[src/rtl/dice_traffic_demux_pkg.sv]
// ---------------------------------------------------------------------------
// dice_traffic_demux_pkg
// Shared definitions for the receive side of the dice/traffic shared bus:
//   - traffic-light codes on the bus ({red,amber,green})
//   - traffic phase FSM state encoding (3 bits)
//   - legal dice face limits
//   - helpers to decode a light code and to step the phase ring
// ---------------------------------------------------------------------------
package dice_traffic_demux_pkg;

   localparam logic [2:0] LIGHT_RED       = 3'b100;
   localparam logic [2:0] LIGHT_RED_AMBER = 3'b110;
   localparam logic [2:0] LIGHT_GREEN     = 3'b001;
   localparam logic [2:0] LIGHT_AMBER     = 3'b010;

   localparam logic [2:0] DICE_MIN = 3'd1;
   localparam logic [2:0] DICE_MAX = 3'd6;

   typedef enum logic [2:0] {
      S_UNSYNC    = 3'd0,
      S_RED       = 3'd1,
      S_RED_AMBER = 3'd2,
      S_GREEN     = 3'd3,
      S_AMBER     = 3'd4
   } light_state_e;

   // Map a bus code to the phase it names; illegal codes map to S_UNSYNC.
   function automatic light_state_e code_to_state(input logic [2:0] code);
      case (code)
         LIGHT_RED:       return S_RED;
         LIGHT_RED_AMBER: return S_RED_AMBER;
         LIGHT_GREEN:     return S_GREEN;
         LIGHT_AMBER:     return S_AMBER;
         default:         return S_UNSYNC;
      endcase
   endfunction

   // Successor of a phase in the ring RED->RED_AMBER->GREEN->AMBER->RED.
   function automatic light_state_e next_phase(input light_state_e s);
      case (s)
         S_RED:       return S_RED_AMBER;
         S_RED_AMBER: return S_GREEN;
         S_GREEN:     return S_AMBER;
         S_AMBER:     return S_RED;
         default:     return S_UNSYNC;
      endcase
   endfunction

endpackage

[src/rtl/dice_traffic_demux_seq.sv]
// ---------------------------------------------------------------------------
// traffic_seq_checker
// Tracks the traffic-light phase from bus samples, holds the last legal
// light code and flags illegal codes or illegal phase transitions.
// Ports:
//   clk, rst      clock, synchronous active-high reset
//   en            sample is for the traffic channel (sel=1)
//   resync        forget the tracked phase before judging this sample
//   code[2:0]     bus code {red,amber,green}
//   lights[2:0]   held last legal code
//   light_valid   a legal code has been captured since reset
//   seq_err       registered one-cycle error pulse
//   seq_err_nxt   combinational error for this sample (drives err counting)
// ---------------------------------------------------------------------------
module traffic_seq_checker
   import dice_traffic_demux_pkg::*;
(
   input  logic       clk,
   input  logic       rst,
   input  logic       en,
   input  logic       resync,
   input  logic [2:0] code,
   output logic [2:0] lights,
   output logic       light_valid,
   output logic       seq_err,
   output logic       seq_err_nxt
);

   light_state_e state;
   light_state_e cur_state;
   light_state_e rx_state;
   logic         code_legal;

   // NOTE: every signal assigned in always_comb gets a value on every path
   // (defaults first), otherwise synthesis infers a latch.
   always_comb begin
      cur_state   = resync ? S_UNSYNC : state;
      rx_state    = code_to_state(code);
      code_legal  = (rx_state != S_UNSYNC);
      seq_err_nxt = 1'b0;
      if (en) begin
         if (!code_legal)
            seq_err_nxt = 1'b1;
         // From UNSYNC any legal code is accepted without a sequence check.
         else if ((cur_state != S_UNSYNC) && (rx_state != cur_state) &&
                  (rx_state != next_phase(cur_state)))
            seq_err_nxt = 1'b1;
      end
   end

   // NOTE: sequential state uses non-blocking assignments so every register
   // samples pre-edge values, independent of statement order.
   always_ff @(posedge clk) begin
      if (rst) begin
         state       <= S_UNSYNC;
         lights      <= 3'b000;
         light_valid <= 1'b0;
         seq_err     <= 1'b0;
      end else begin
         seq_err <= seq_err_nxt;
         if (en) begin
            if (code_legal) begin
               // Also covers an illegal move: resync to what was received.
               state       <= rx_state;
               lights      <= code;
               light_valid <= 1'b1;
            end else begin
               state <= S_UNSYNC;   // lights hold last legal value
            end
         end
      end
   end

endmodule

[src/rtl/dice_traffic_demux.sv]
// ---------------------------------------------------------------------------
// dice_traffic_demux
// Receive side of the 3-bit dice/traffic shared bus. Steers each sample to
// its channel, holds the last legal dice face and light state, checks dice
// encoding and light phase order, and counts dice changes and errors.
// All outputs registered, 1-cycle latency.
// Ports:
//   clk, rst          clock, synchronous active-high reset
//   sel               0 = dice sample, 1 = traffic-light sample
//   result[2:0]       shared bus
//   dice_val/valid    last legal face (1..6) and captured flag
//   red/amber/green   held light state, light_valid captured flag
//   dice_err          pulse: dice code 0 or 7
//   seq_err           pulse: illegal light code or phase move
//   dice_changes      saturating count of dice face changes
//   err_count         saturating count of dice_err + seq_err pulses
// ---------------------------------------------------------------------------
module dice_traffic_demux
   import dice_traffic_demux_pkg::*;
#(
   parameter int CNT_W = 8
) (
   input  logic             clk,
   input  logic             rst,
   input  logic             sel,
   input  logic [2:0]       result,
   output logic [2:0]       dice_val,
   output logic             dice_valid,
   output logic             red,
   output logic             amber,
   output logic             green,
   output logic             light_valid,
   output logic             dice_err,
   output logic             seq_err,
   output logic [CNT_W-1:0] dice_changes,
   output logic [CNT_W-1:0] err_count
);

   logic       last_sel;
   logic       first_dice;
   logic       first_eff;
   logic       dice_legal;
   logic       dice_bad;
   logic       seq_err_nxt;
   logic       resync;
   logic [2:0] lights;

   // A 0->1 sel edge drops the tracked phase so switching back to the
   // traffic channel never raises a false sequence error.
   assign resync     = sel & ~last_sel;
   // A 1->0 sel edge makes the next dice sample a "first" sample.
   assign first_eff  = first_dice | last_sel;
   assign dice_legal = (result >= DICE_MIN) && (result <= DICE_MAX);
   assign dice_bad   = ~sel & ~dice_legal;

   traffic_seq_checker u_seq (
      .clk         (clk),
      .rst         (rst),
      .en          (sel),
      .resync      (resync),
      .code        (result),
      .lights      (lights),
      .light_valid (light_valid),
      .seq_err     (seq_err),
      .seq_err_nxt (seq_err_nxt)
   );

   assign red   = lights[2];
   assign amber = lights[1];
   assign green = lights[0];

   always_ff @(posedge clk) begin
      if (rst) begin
         dice_val     <= 3'd0;
         dice_valid   <= 1'b0;
         dice_err     <= 1'b0;
         dice_changes <= '0;
         err_count    <= '0;
         last_sel     <= 1'b0;
         first_dice   <= 1'b1;
      end else begin
         last_sel <= sel;
         dice_err <= dice_bad;

         if (!sel) begin
            if (dice_legal) begin
               if (!first_eff && (result != dice_val) && (dice_changes != '1))
                  dice_changes <= dice_changes + 1'b1;
               dice_val   <= result;
               dice_valid <= 1'b1;
               first_dice <= 1'b0;
            end else begin
               // Keep the "first" status across an illegal sample.
               first_dice <= first_eff;
            end
         end

         // dice_bad and seq_err_nxt are exclusive through sel, so at most
         // one increment per cycle.
         if ((dice_bad || seq_err_nxt) && (err_count != '1))
            err_count <= err_count + 1'b1;
      end
   end

endmodule
[config.mk]
export PLATFORM = sky130hd
export DESIGN_NAME = dice_traffic_demux
export DESIGN_NICKNAME = d
export VERILOG_FILES = /design/src/rtl/dice_traffic_demux_pkg.sv /design/src/rtl/dice_traffic_demux_seq.sv /design/src/rtl/dice_traffic_demux.sv
export SDC_FILE = /design/constraint.sdc
export NUM_CORES = 1
export LEC_CHECK = 0
export CELL_PAD_IN_SITES_DETAIL_PLACEMENT = 0
export CELL_PAD_IN_SITES_GLOBAL_PLACEMENT = 1
export CORE_ASPECT_RATIO = 1.4
export CORE_MARGIN = 3
export CORE_UTILIZATION = 36
export CTS_BUF_LIST = sky130_fd_sc_hd__clkbuf_8
export DETAILED_ROUTE_END_ITERATION = 16
export PLACE_DENSITY = 0.87
export SYNTH_ARGS = -nofsm -noshare
export SYNTH_HDL_FRONTEND = slang
export SYNTH_SLANG_ARGS = --single-unit
export TNS_END_PERCENT = 50
[constraint.sdc]
create_clock -name clk -period 2.7 [get_ports clk]
set_clock_uncertainty 0.2 [all_clocks]
set_input_delay 0.54 -clock clk [delete_from_list [all_inputs] [get_ports clk]]
set_output_delay 0.54 -clock clk [all_outputs]
set_load 0.02 [all_outputs]
==> impl_metrics.env <==
export IMPL_status="complete, no violations"
export IMPL_grtUsageTotal=0.156
export IMPL_synth_area_leader_cell="dfxtp_1"
export IMPL_dp_slack_ns=-0.534
export IMPL_syn_avg_cell_area_um2=8.55
export IMPL_synthCells=199
export IMPL_clock_latency_ns=0.29
export IMPL_route_detailed_drc=0
export IMPL_power_density_nw_per_um2=467
export IMPL_synthSimpleGateAreaFrac=0.277
export IMPL_io_buffers=31
export IMPL_fin_util=0.538
export IMPL_final_cells=316
export IMPL_io_pins=32
export IMPL_crit_top_cell="buf_4"
export IMPL_finalSetupViolations=0
export IMPL_hold_viol_final=0
export IMPL_cts_tree="done"
export IMPL_startpoint_type="primary input"
export IMPL_vdd_drop_max_mv=0.332
export IMPL_overflow=0
export IMPL_cp_required_ns=2.68
export IMPL_layout_drive_gt1_share=0.220
export IMPL_dpl_cell_count=306
export IMPL_min_path_cells=2
export IMPL_grt_pass1_vias=1561
export IMPL_slew_headroom=0.680
export IMPL_drtIter0Drc=28
export IMPL_p_leak_nw=0.966
export IMPL_cts_made_buffers=5
export IMPL_r2r_cells=7
export IMPL_rr_startpoint="u_seq.state[1]"
export IMPL_setup_worst_path_end="err_count[4]"
export IMPL_worst_ep_arrival_time_ns=2.58
export IMPL_drtPass1Iterations=4
export IMPL_startpoint="result[0]"
export IMPL_synth_compound_gate_area_share=0.159
export IMPL_syn_to_final_growth_pct=43.3
export IMPL_ys_flop_type="dfxtp_1"
export IMPL_cts_root_buf="clkbuf_8"
export IMPL_clkSinkCount=31
export IMPL_design_core_area_um2=4540
export IMPL_min_period_ns=2.60
export IMPL_rrSetupSlack_ns=0.16
export IMPL_path_buf_inv=3
export IMPL_worst_path_stages=10
export IMPL_yosys_top_cells_area="dfxtp_1, xor2_1, nor2_1"
export IMPL_place_gp_congestion=0.793
export IMPL_cap_violations=0
export IMPL_ys_seq_area_frac=0.365
export IMPL_path_clk_slew_ns=0.07
export IMPL_critPathTopFamily="simple AND/OR/NAND/NOR gates"
export IMPL_synth_fa_ha_area_frac=0.0147
export IMPL_wire_per_inst_um=13.0
export IMPL_period_share=0.965
export IMPL_worstSetupPathType="in2reg"
export IMPL_viasPerCell=5.13
export IMPL_synth_fp_nets=207
export IMPL_layout_common_cells="dfxtp_1, clkdlybuf4s50_1, buf_4"
export IMPL_num_rows=29
export IMPL_synth_edff_count=0
export IMPL_setup_ws_ns=0.0957
export IMPL_slew_viol_final=0
export IMPL_wl_mm=4.10
export IMPL_ys_warn_count=0
export IMPL_hold_class="reg2reg"
export IMPL_crit_slowest_cell="or3_4"
export IMPL_synth_xor_xnor_area_share=0.0824
export IMPL_antenna_found_initial=0
export IMPL_max_freq_mhz=384
export IMPL_r2r_end="err_count[3]"
export IMPL_fillers=424
export IMPL_ctsHoldBuffers=0
export IMPL_cts_buffer_depth=2
export IMPL_final_common_cell="dfxtp_1"
export IMPL_worst_pin_slew_ns=0.479
export IMPL_cp_end_kind="flop"
export IMPL_initial_core_util=0.375
export IMPL_grt_max_degree=18
export IMPL_netlist_area_leader_share=0.365
export IMPL_synth_async_reset_ratio=0
export IMPL_hpwl_mm=2.97
export IMPL_syn_area_um2=1700
export IMPL_die_h_um=87.3
export IMPL_fp_dieW_um=64.1
export IMPL_antennaDiodeCount=0
export IMPL_p_total_w=0.00114
export IMPL_cp_cell_sequence="dlygate4sd2_1 -> buf_4 -> or3_4 -> buf_4 -> nand3_1 -> nand2b_4 -> a41oi_4 -> nor4_4 -> and3_1 -> mux2_4"
export IMPL_rsz0062_at_grt="false"
export IMPL_grt_first_pass_wirelength_mm=6.87
export IMPL_die_area_um2=5600
export IMPL_synth_cell_types=47
export IMPL_ys_seq_elements=31
export IMPL_htreeDepth=2
export IMPL_final_net_count=261
export IMPL_vias=1620
export IMPL_cpPeakStageDelay_ns=0.33
export IMPL_crit_fanout=5
export IMPL_ant_nets=0
export IMPL_synth_top_family_by_area="simple AND/OR/NAND/NOR gates"
export IMPL_synthMuxAreaShare=0.0566
-- state kept, by name, indices dropped and copies added, names as in the netlist --
signal             cells
dice_val               3
u_seq.lights           3
err_count              8
dice_err               1
first_dice             1
u_seq.light_valid      1
u_seq.seq_err          1
dice_changes           8
last_sel               1
dice_valid             1
u_seq.state            3
-- Yosys cell counts, types with 4 or more instances --
cell type,n
o21ai_0,6
and3_1,9
buf_2,5
nand2b_1,4
inv_1,7
nor2b_1,5
nand3_1,4
clkbuf_1,5
nand4_1,5
dfxtp_1,31
mux2i_1,4
nand3b_1,5
nor2_1,25
xor2_1,11
a21oi_1,11
xnor2_1,5
nand2_1,10
-- kinds of logic (layout without fill, tap and decap cells) --
family | after synthesis | in the layout
buffers and inverters | 19 | 74
multiplexers | 8 | 8
AND/OR/NAND/NOR | 84 | 84
adder cells (fa/ha/maj) | 2 | 2
flip-flops | 31 | 31
XOR/XNOR | 16 | 16
AO/OA/AOI/OAI | 39 | 39
-- power breakdown --
group / internal [W] / switching, W
clock: 0.000232 / 0.000181
combinational: 0.000115 / 0.000114
sequential: 0.000477 / 0.0000206
-- worst register-to-register path: stages (launching register included) --
cell     delay [ns]
dfxtp_1        0.54
xnor2_1        0.16
or3_4          0.36
or3_4          0.39
a41oi_4        0.22
nor3_4         0.08
and3_4         0.19
mux2_4         0.29
-- through the flow --
stage | hold slack [ns] | instance area [um2] | TNS, ns
floorplan | 0.267 | 1700 | -0.165
global placement | 0.250 | 2230 | -3.56
detailed placement | 0.268 | 2230 | -3.67
CTS | 0.278 | 2440 | 0
global route | 0.313 | 2440 | 0
finish | 0.266 | 2440 | 0
-- worst min path at each step --
stage | end | start
floorplan | first_dice | first_dice
global placement | dice_valid | dice_valid
detailed placement | u_seq.light_valid | u_seq.light_valid
CTS | u_seq.light_valid | u_seq.light_valid
global route | dice_valid | dice_valid
finish | u_seq.light_valid | u_seq.light_valid
-- per-layer routing --
| metal | wire [um] | share of wire | global-route usage | vias up |
|---|---|---|---|---|
| li1 | - | - | - | 811 |
| met1 | 1750 | 0.43 | 0.175 | 769 |
| met2 | 2100 | 0.51 | 0.261 | 27 |
| met3 | 105 | 0.026 | 0.0413 | 13 |
| met4 | 151 | 0.037 | 0.0981 | 0 |
| met5 | 0 | 0 | 0 | - |
-- layout make-up --
class,count,area [um2],area share
inverter,7,26.3,0.0108
tap,62,77.6,0.0318
timing repair buffer,59,523,0.214
clock buffer,7,96.3,0.0395
clock inverter,1,7.51,0.00308
multi-input combinational,149,1090,0.446
sequential,31,621,0.254
-- repair_timing --
action                                  4_1_cts  5_1_grt
pin swaps                                     7        1
endpoints found under the setup margin        7        1
gates resized for setup                      20        0
setup buffers                                 2        0
Note: power is estimated with default switching activity, not from simulation.
